<file path="src/rtl/geofence_sqrt_arbiter_if.sv">
// Request/grant/result bundle between the GeoFence stages and the shared square-root engine.
interface geofence_sqrt_arbiter_if #(
  parameter int unsigned NREQ  = 4,
  parameter int unsigned OUT_W = 10
);
  logic [NREQ-1:0]           req;
  logic [NREQ*2*OUT_W-1:0]   radicand;
  logic [NREQ-1:0]           gnt;
  logic                      busy;
  logic [NREQ-1:0]           done;
  logic [OUT_W-1:0]          root;

  modport master (output req, radicand, input gnt, busy, done, root);
  modport slave  (input req, radicand, output gnt, busy, done, root);
endinterface

</file>
<file path="src/rtl/geofence_sqrt_arbiter.sv">
// Shared bit-serial floor(sqrt) engine with round-robin arbitration across NREQ requesters.
module geofence_sqrt_arbiter #(
  parameter int unsigned NREQ  = 4,
  parameter int unsigned OUT_W = 10
) (
  input  logic                   clk,
  input  logic                   reset_n,
  geofence_sqrt_arbiter_if.slave bus
);
  localparam int unsigned RAD_W = 2 * OUT_W;
  localparam int unsigned IDX_W = (NREQ > 1) ? $clog2(NREQ) : 1;
  localparam int unsigned CNT_W = $clog2(OUT_W);

  typedef enum logic [1:0] {IDLE, CALC, DONE} state_t;

  state_t            state_q, state_d;
  logic [IDX_W-1:0]  ptr_q, ptr_d, idx_q, idx_d;
  logic [RAD_W-1:0]  work_q, work_d;
  logic [OUT_W+1:0]  rem_q, rem_d;
  logic [OUT_W-1:0]  acc_q, acc_d, root_q, root_d;
  logic [CNT_W-1:0]  cnt_q, cnt_d;
  logic [NREQ-1:0]   gnt_q, gnt_d, done_q, done_d;

  logic              found;
  logic [IDX_W-1:0]  sel;
  int unsigned       scan;
  logic [RAD_W-1:0]  rad_sel;
  logic [NREQ-1:0]   oh_sel, oh_idx;
  logic [OUT_W+1:0]  rem_sh, trial;
  logic              ge;

  // Rotating priority scan starting at ptr_q
  always_comb begin
    found = 1'b0;
    sel   = '0;
    scan  = 0;
    for (int unsigned i = 0; i < NREQ; i++) begin
      scan = 32'(ptr_q) + i;
      if (scan >= NREQ) scan = scan - NREQ;
      if (!found && bus.req[IDX_W'(scan)]) begin
        found = 1'b1;
        sel   = IDX_W'(scan);
      end
    end
  end

  always_comb begin
    rad_sel = '0;
    for (int unsigned i = 0; i < NREQ; i++) begin
      if (IDX_W'(i) == sel) rad_sel = bus.radicand[i*RAD_W +: RAD_W];
    end
    oh_sel      = '0;
    oh_sel[sel] = 1'b1;
    oh_idx        = '0;
    oh_idx[idx_q] = 1'b1;
  end

  // One restoring iteration: bring down two radicand bits, try subtracting 4*acc+1
  always_comb begin
    rem_sh = {rem_q[OUT_W-1:0], work_q[RAD_W-1 -: 2]};
    trial  = {acc_q, 2'b01};
    ge     = (rem_sh >= trial);
  end

  always_comb begin
    state_d = state_q;
    ptr_d   = ptr_q;
    idx_d   = idx_q;
    work_d  = work_q;
    rem_d   = rem_q;
    acc_d   = acc_q;
    cnt_d   = cnt_q;
    root_d  = root_q;
    gnt_d   = '0;
    done_d  = '0;
    unique case (state_q)
      IDLE: begin
        if (found) begin
          work_d  = rad_sel;
          idx_d   = sel;
          rem_d   = '0;
          acc_d   = '0;
          cnt_d   = '0;
          gnt_d   = oh_sel;
          ptr_d   = (32'(sel) == NREQ - 1) ? '0 : sel + IDX_W'(1);
          state_d = CALC;
        end
      end
      CALC: begin
        rem_d  = ge ? (rem_sh - trial) : rem_sh;
        acc_d  = {acc_q[OUT_W-2:0], ge};
        work_d = work_q << 2;
        cnt_d  = cnt_q + CNT_W'(1);
        // Root and done are registered on the last iteration so they appear in the DONE cycle
        if (cnt_q == CNT_W'(OUT_W - 1)) begin
          root_d  = acc_d;
          done_d  = oh_idx;
          state_d = DONE;
        end
      end
      DONE: state_d = IDLE;
      default: state_d = IDLE;
    endcase
  end

  always_ff @(posedge clk or negedge reset_n) begin
    if (!reset_n) begin
      state_q <= IDLE;
      ptr_q   <= '0;
      idx_q   <= '0;
      work_q  <= '0;
      rem_q   <= '0;
      acc_q   <= '0;
      cnt_q   <= '0;
      root_q  <= '0;
      gnt_q   <= '0;
      done_q  <= '0;
    end else begin
      state_q <= state_d;
      ptr_q   <= ptr_d;
      idx_q   <= idx_d;
      work_q  <= work_d;
      rem_q   <= rem_d;
      acc_q   <= acc_d;
      cnt_q   <= cnt_d;
      root_q  <= root_d;
      gnt_q   <= gnt_d;
      done_q  <= done_d;
    end
  end

  assign bus.gnt  = gnt_q;
  assign bus.done = done_q;
  assign bus.root = root_q;
  assign bus.busy = (state_q != IDLE);
endmodule

</file>
<file path="src/flat_wrapper.sv">
// flat-port wrapper written by rule: the top's interface ports become plain ports
module geofence_sqrt_arbiter_flat 
#(
  parameter int unsigned NREQ  = 4,
  parameter int unsigned OUT_W = 10
)
  (clk, reset_n, bus_req, bus_radicand, bus_gnt, bus_busy, bus_done, bus_root);
  geofence_sqrt_arbiter_if #(.NREQ(NREQ), .OUT_W(OUT_W)) bus_i ();
  input  logic clk;
  input  logic reset_n;
  input wire logic [$bits(bus_i.req)-1:0] bus_req;
  input wire logic [$bits(bus_i.radicand)-1:0] bus_radicand;
  output wire logic [$bits(bus_i.gnt)-1:0] bus_gnt;
  output wire logic [$bits(bus_i.busy)-1:0] bus_busy;
  output wire logic [$bits(bus_i.done)-1:0] bus_done;
  output wire logic [$bits(bus_i.root)-1:0] bus_root;
  assign bus_i.req = bus_req;
  assign bus_i.radicand = bus_radicand;
  assign bus_gnt = bus_i.gnt;
  assign bus_busy = bus_i.busy;
  assign bus_done = bus_i.done;
  assign bus_root = bus_i.root;
  geofence_sqrt_arbiter #(.NREQ(NREQ), .OUT_W(OUT_W)) u_core (.clk(clk), .reset_n(reset_n), .bus(bus_i));
endmodule
</file>
<file path="config.mk">
export PLATFORM = sky130hd
export DESIGN_NAME = geofence_sqrt_arbiter_flat
export DESIGN_NICKNAME = d
export VERILOG_FILES = /design/src/rtl/geofence_sqrt_arbiter_if.sv /design/src/rtl/geofence_sqrt_arbiter.sv /design/src/flat_wrapper.sv
export SDC_FILE = /design/constraint.sdc
export NUM_CORES = 1
export LEC_CHECK = 0
export CAP_MARGIN = 20
export CORE_ASPECT_RATIO = 1.4
export CORE_MARGIN = 3
export CORE_UTILIZATION = 46
export CTS_BUF_LIST = sky130_fd_sc_hd__clkbuf_2
export DETAILED_ROUTE_END_ITERATION = 16
export HOLD_SLACK_MARGIN = 0.03
export PLACE_DENSITY = 0.79
export SLEW_MARGIN = 30
export SYNTH_ARGS = -nofsm -noshare
export SYNTH_HDL_FRONTEND = slang
export SYNTH_SLANG_ARGS = --single-unit
</file>
<file path="constraint.sdc">
create_clock -name clk -period 2.5 [get_ports clk]
set_input_delay 0.25 -clock clk [delete_from_list [all_inputs] [get_ports clk]]
set_output_delay 0.25 -clock clk [all_outputs]
set_load 0.05 [all_outputs]
</file>
# Word level (Yosys, flattened, before mapping)
# Index checks and enable logic that the tools add are counted.
dict set report classes {
  add_sub_neg 10
  order_cmp 13
  n_eq_ne 8
  muxes 45
  reduce_logical 16
}
# operator n
set op_table {}
lappend op_table {{20-bit two-way mux} 5}
lappend op_table {{10-bit one-hot mux with 2 select lines} 2}
lappend op_table {{20-bit one-hot mux with 2 select lines} 1}
lappend op_table {{10-bit two-way mux} 3}
lappend op_table {{2-bit two-way mux} 11}
lappend op_table {{4-bit two-way mux} 5}
lappend op_table {{2-bit by 3-bit less-than comparator with 1-bit output, second input constant} 6}
lappend op_table {{12-bit greater-or-equal comparator} 1}
lappend op_table {{1-bit two-way mux} 10}
lappend op_table {{10-bit subtractor} 1}
lappend op_table {{3-bit greater-or-equal comparator, second input constant} 3}
lappend op_table {{1-bit binary-select mux with 2-bit select} 4}
lappend op_table {{4-bit one-hot mux with 2 select lines} 1}
lappend op_table {{2-bit AND reduction} 4}
lappend op_table {{2-bit by 1-bit subtractor with 2-bit output, second input constant} 4}
lappend op_table {{2-bit by 2-bit adder with 3-bit output, second input constant} 2}
lappend op_table {{1-bit logical AND} 5}
lappend op_table {{4-bit by 1-bit adder with 4-bit output, second input constant} 1}
lappend op_table {{1-bit demux with 2-bit select} 2}
lappend op_table {{2-bit equality test, first input constant} 2}
lappend op_table {{4-bit equality test, second input constant} 1}
lappend op_table {{2-bit by 1-bit greater-or-equal comparator with 1-bit output, second input constant} 2}
lappend op_table {{2-bit logical NOT} 2}
lappend op_table {{2-bit by 1-bit != test with 1-bit output, second input constant} 2}
lappend op_table {{9 further kinds} 12}
dict set report totals {
  ff_bits 68
  input_bits 86
  out_inout_bits 19
  wordCells 102
}

# Longest topological paths before layout
dict set report logic_depth {
  ltp_word 21
  ltp_mapped 12
  mapped_depth_nobuf 11
}

# Least setup slack after synthesis
# Ideal clock, no wire load.
dict set report synth_timing {
  path_type {register to register}
  from {register u_core.ptr_q[0]}
  to {register u_core.work_q[18]}
  setup_time_ps 135
  t_arrival_ps 2171
  t_required_ps 2365
  path_slack_ps 193
  path_stages_with_launch 12
  n_path_buf 1
  synth_period_minus_slack_ps 2307
  path_cell_list {dfrtp_1 > nor2b_1 > a21oi_1 > nor2_1 > a221oi_1 > and2_1 > ha_1 > nor2b_1 > clkbuf_1 > a221o_1 > a221oi_1 > o22ai_1}
}
dict set report synth_via {
  elab_chain_len 21
  word_cells_on_any_way 49
  classes_between {add/sub (7); order compare (4); eq/ne (4); mux (26); reduce/logical (8)}
}
# item line_no
set synth_rtl {}
lappend synth_rtl {{start, declared} geofence_sqrt_arbiter.sv:17} ;# logic [IDX_W-1:0] ptr_q, ptr_d, idx_q, idx_d;
lappend synth_rtl {{start signal, assigned} geofence_sqrt_arbiter.sv:120} ;# ptr_q <= ptr_d;
lappend synth_rtl {{parallel branches: the longest is 13 deep, another holds 2-bit by 1-bit adder with 3-bit output} -}
lappend synth_rtl {{2-bit two-way mux *} geofence_sqrt_arbiter.sv:40} ;# if (!found && bus.req[IDX_W'(scan)]) begin
lappend synth_rtl {{net u_core.sel[0]} geofence_sqrt_arbiter.sv:25} ;# logic [IDX_W-1:0] sel;
lappend synth_rtl {{2-bit logical NOT} geofence_sqrt_arbiter.sv:50} ;# if (IDX_W'(i) == sel) rad_sel = bus.radicand[i*RAD_W +: RAD_W];
lappend synth_rtl {{20-bit two-way mux (3 in series)} geofence_sqrt_arbiter.sv:50}
lappend synth_rtl {{20-bit two-way mux *} geofence_sqrt_arbiter.sv:50}
lappend synth_rtl {{20-bit two-way mux *} geofence_sqrt_arbiter.sv:78} ;# if (found) begin
lappend synth_rtl {{20-bit one-hot mux with 2 select lines *} geofence_sqrt_arbiter.sv:76} ;# unique case (state_q)
lappend synth_rtl {{end signal, assigned} geofence_sqrt_arbiter.sv:122} ;# work_q <= work_d;
lappend synth_rtl {{end, declared} geofence_sqrt_arbiter.sv:18} ;# logic [RAD_W-1:0] work_q, work_d;
# Mark *: on every way through the listed nets, which the timed path passes. The select of a mux whose other input is x is not followed.
# A chain may end at the register's enable or synchronous reset.

# Final worst setup path
dict set report layout_timing {
  from {register u_core.acc_q[4]}
  to {register u_core.rem_q[4]}
}
dict set report layout_via {
  elab_chain_len 3
}
# item line_no
set layout_rtl {}
lappend layout_rtl {{start, declared} geofence_sqrt_arbiter.sv:20} ;# logic [OUT_W-1:0] acc_q, acc_d, root_q, root_d;
lappend layout_rtl {{start signal, assigned} geofence_sqrt_arbiter.sv:113} ;# acc_q <= '0;
lappend layout_rtl {{start signal, assigned} geofence_sqrt_arbiter.sv:124} ;# acc_q <= acc_d;
lappend layout_rtl {{12-bit greater-or-equal comparator} geofence_sqrt_arbiter.sv:62} ;# ge = (rem_sh >= trial);
lappend layout_rtl {{10-bit two-way mux} geofence_sqrt_arbiter.sv:90} ;# rem_d = ge ? (rem_sh - trial) : rem_sh;
lappend layout_rtl {{10-bit one-hot mux with 2 select lines} geofence_sqrt_arbiter.sv:76}
lappend layout_rtl {{end signal, assigned} geofence_sqrt_arbiter.sv:123} ;# rem_q <= rem_d;
lappend layout_rtl {{end, declared} geofence_sqrt_arbiter.sv:19} ;# logic [OUT_W+1:0] rem_q, rem_d;
# Every way passes these cells.

==> key figures <==
Logic synthesis
  – Post-synth top area share: 41.4%
  – Post-synth EDFFs: 0
  – Adder-cell share of the synthesized area: 5.48%
  – Synth area leaders: dfrtp_1, ha_1, a221oi_1
  – Ys flop type: dfrtp_1
  – Synth Cell Area: 4110 um^2
  – Synth Area in XOR/XNOR: 1.28%
  – Syn avg cell area: 9.00 um^2
  – Yosys reg bits: 68
  – Simple-Gate Fraction of Synth Area: 15.7%
  – Largest family of logic cells by synthesized area: compound AO/OA/AOI/OAI gates
  – Seq/Total Area, Yosys: 41.4%
  – Post-Syn Instances: 457
  – Compound-Gate Fraction of Synth Area: 25.5%
  – Synth unique cells: 52
  – Syn Nets: 561
  – Post-synthesis mux area share: 2.98%
  – Asr flop ratio synth: 100%
  – Synthesis Warnings: 0
  – Yosys top cell by area: dfrtp_1

Final layout
  – Fin nets: 666
  – Final core utilization: 64.2%
  – Multi-input gate area: 2170 um^2
  – Fill count: 691
  – Post-Layout Inst Area: 5560 um^2
  – Layout Cells excl Fill: 673
  – Register Area: 1700 um^2
  – Area growth from synthesis to layout: 35.1%
  – Share of layout cells above drive strength 1: 12.9%

Timing
  – Tightest Pin Transition: 0.799 ns
  – Slew Viols, Final: 0
  – Fmax: 422 MHz
  – Final cycle utilization of the critical path: 94.8%
  – Relative slew slack: 46.6%
  – Fin crit period: 2.37 ns
  – Final Skew: 0.0288 ns
  – Number of setup violations in the final report: 0
  – Final hold viol count: 0

Place
  – Placed instance area: 5340 um^2
  – Gpl congestion: 0.896
  – Placed cells: 653
  – Port buffer count: 104
  – Hpwl dp: 7.85 mm

Run
  – Maxcap violations: 0

Global routing
  – Antenna violations before repair: 1
  – GRT Resource Usage Total: 22.2%
  – First-pass GRT wire length: 18.4 mm
  – Largest net degree at the start of global routing: 69
  – Vias in the first global route: 4023
  – GRT overflow: 0

Floorplanning
  – Die height: 118 um
  – Initial Util: 47.5%
  – Die X: 85.9 um
  – Die area: 10100 um^2
  – IO Count: 105
  – Row Count: 40
  – Core area: 8660 um^2

Clock network
  – Clock transition at path regs: 0.20 ns
  – CTS Root Cell: clkbuf_2
  – Clock Path Buffers: 2
  – CTS tree: built
  – Worst-Skew Late Latency: 0.52 ns
  – Cts bufs inserted: 9
  – Max H-tree Level: 3
  – Clk sinks: 68

Worst hold path
  – Min-delay worst type: in -> async

Detailed routing
  – DRC viols: 0
  – Wire per inst: 15.9 um
  – DR vias: 3921
  – DRT iter0 DRCs: 309
  – Final WL: 10.7 mm
  – ANT nets after route: 0
  – DR vias/cell: 5.83
  – DR pass1 iterations: 5

Critical path
  – Crit Path Max Fanout: 11
  – Worst setup SP type: register
  – CP endpoint kind: register
  – Crit Path Class: reg -> reg
  – Worst Path Arrival: 2.80 ns
  – Crit path required time: 2.93 ns

Pwr
  – Leakage: 2.40 nW
  – Max IR drop VDD: 0.662 mV
  – Pwr Density: 1340 nW/um^2

Outcome
  – Status: complete, no violations
## power by group
| part | leakage, nW | switching (W) | internal, W |
|---|---|---|---|
| logic | 1.47 | 0.00281 | 0.00206 |
| registers | 0.857 | 0.000325 | 0.00160 |
| clock network | 0.0683 | 0.000409 | 0.000235 |
## Yosys cell counts (3+ instances only)
master and n:
and3_1 3, clkbuf_1 24, a41oi_1 3, buf_2 7, buf_6 3, nor2b_1 8
nor4b_1 4, a21oi_1 32, a221o_1 18, nor3b_1 3, nand2b_1 6, nand4_1 7
inv_1 37, o31ai_1 3, and2_1 6, dfrtp_1 68, o21ai_0 35, a221oi_1 21
o22ai_1 4, ha_1 18, o21ai_1 18, mux2_2 10, nand3_1 16, nand2_1 43
nor3_1 4, o211ai_1 9, nor2_1 13, xnor2_1 4
## worst paths after layout
path	end	slack, ns	cells past startpoint	startpoint
setup / recovery	u_core.rem_q[4]	0.13	7	u_core.acc_q[4]
hold / removal	u_core.rem_q[9]	0.23	3	reset_n
setup reg to reg	u_core.rem_q[4]	0.13	7	u_core.acc_q[4]
hold reg to reg	u_core.work_q[4]	0.51	2	u_core.work_q[4]
max in group asynchronous	u_core.work_q[9]	1.94	3	reset_n
min in group clk	u_core.work_q[2]	0.41	3	bus_radicand[62]
## area by class of cell
class | count | area share (%)
multi-input combinational | 314 | 39.1
sequential | 68 | 30.7
timing repair buffer | 131 | 23.2
inverter | 38 | 2.57
tap | 105 | 2.36
clock inverter | 6 | 1.15
clock buffer | 10 | 0.901
antenna | 1 | 0.0450
## kinds of logic after synthesis
logic type      after synthesis
compound gates              156
xor+xnor                      6
fa+ha+maj                    18
buf+inv                      75
flops                        68
mux                          11
simple gates                123
## routing by layer
metal / wire length, um / part of all wire [%] / global-route usage, %
met5: 0 / 0 / 0
met1: 4410 / 41 / 27.9
met2: 5420 / 51 / 36.9
met4: 256 / 2.4 / 8.22
met3: 608 / 5.7 / 5.11
## state kept, by name, indices dropped and copies added (netlist names)
register / cells
u_core.rem_q: 10
u_core.bus.root: 10
u_core.ptr_q: 2
u_core.idx_q: 2
u_core.bus.done: 4
u_core.acc_q: 10
u_core.cnt_q: 4
u_core.bus.gnt: 4
u_core.work_q: 20
u_core.state_q: 2
## layout by cell type, fill, tap and decap left out, types with 3 or more instances in the layout
cell and n:
nand4_1 7, o31ai_1 3, buf_4 22, a21oi_1 31, buf_12 4, nor2b_1 7
ha_1 18, nand2_1 43, o21ai_0 35, o21ai_1 18, nand2b_1 6, and3_1 3
o211ai_1 9, clkdlybuf4s50_1 103, dfrtp_1 67, mux2_2 10, and2_1 7, clkbuf_2 10
nand3_1 16, xnor2_1 4, a221oi_2 11, nor3_1 4, a221o_1 18, inv_1 37
a221oi_1 10, nor2_1 13, o22ai_1 4, nor4b_1 4, nor3b_1 3, a41oi_1 3
## worst max-delay path, stage by stage (launching register included)
cell,delay [ns]
dfrtp_1,0.41
inv_1,0.10
ha_1,0.47
inv_1,0.14
o31ai_2,0.39
and2_1,0.32
nor2_1,0.17
o311ai_1,0.30
## through the flow
step	TNS (ns)	total power [W]	hold slack, ns	setup slack, ns
2_1_floorplan	0	0.00526	-0.0456	0.193
3_3_place_gp	-5.52	0.00646	0.302	-0.366
3_5_place_dp	-6.73	0.00665	0.301	-0.428
4_1_cts	0	0.00730	0.240	0.0448
5_1_grt	-0.00959	0.00805	0.258	-0.00959
6_report	0	0.00744	0.234	0.130
## timing repair
item	4_1_cts	5_1_grt
endpoints found under the setup margin	10	26
endpoints found under the hold margin	68	0
hold buffers	1	0
pin swaps	0	1
buffers inserted	0	2
resized for setup	2	12
(Power assumes the default switching activity.)
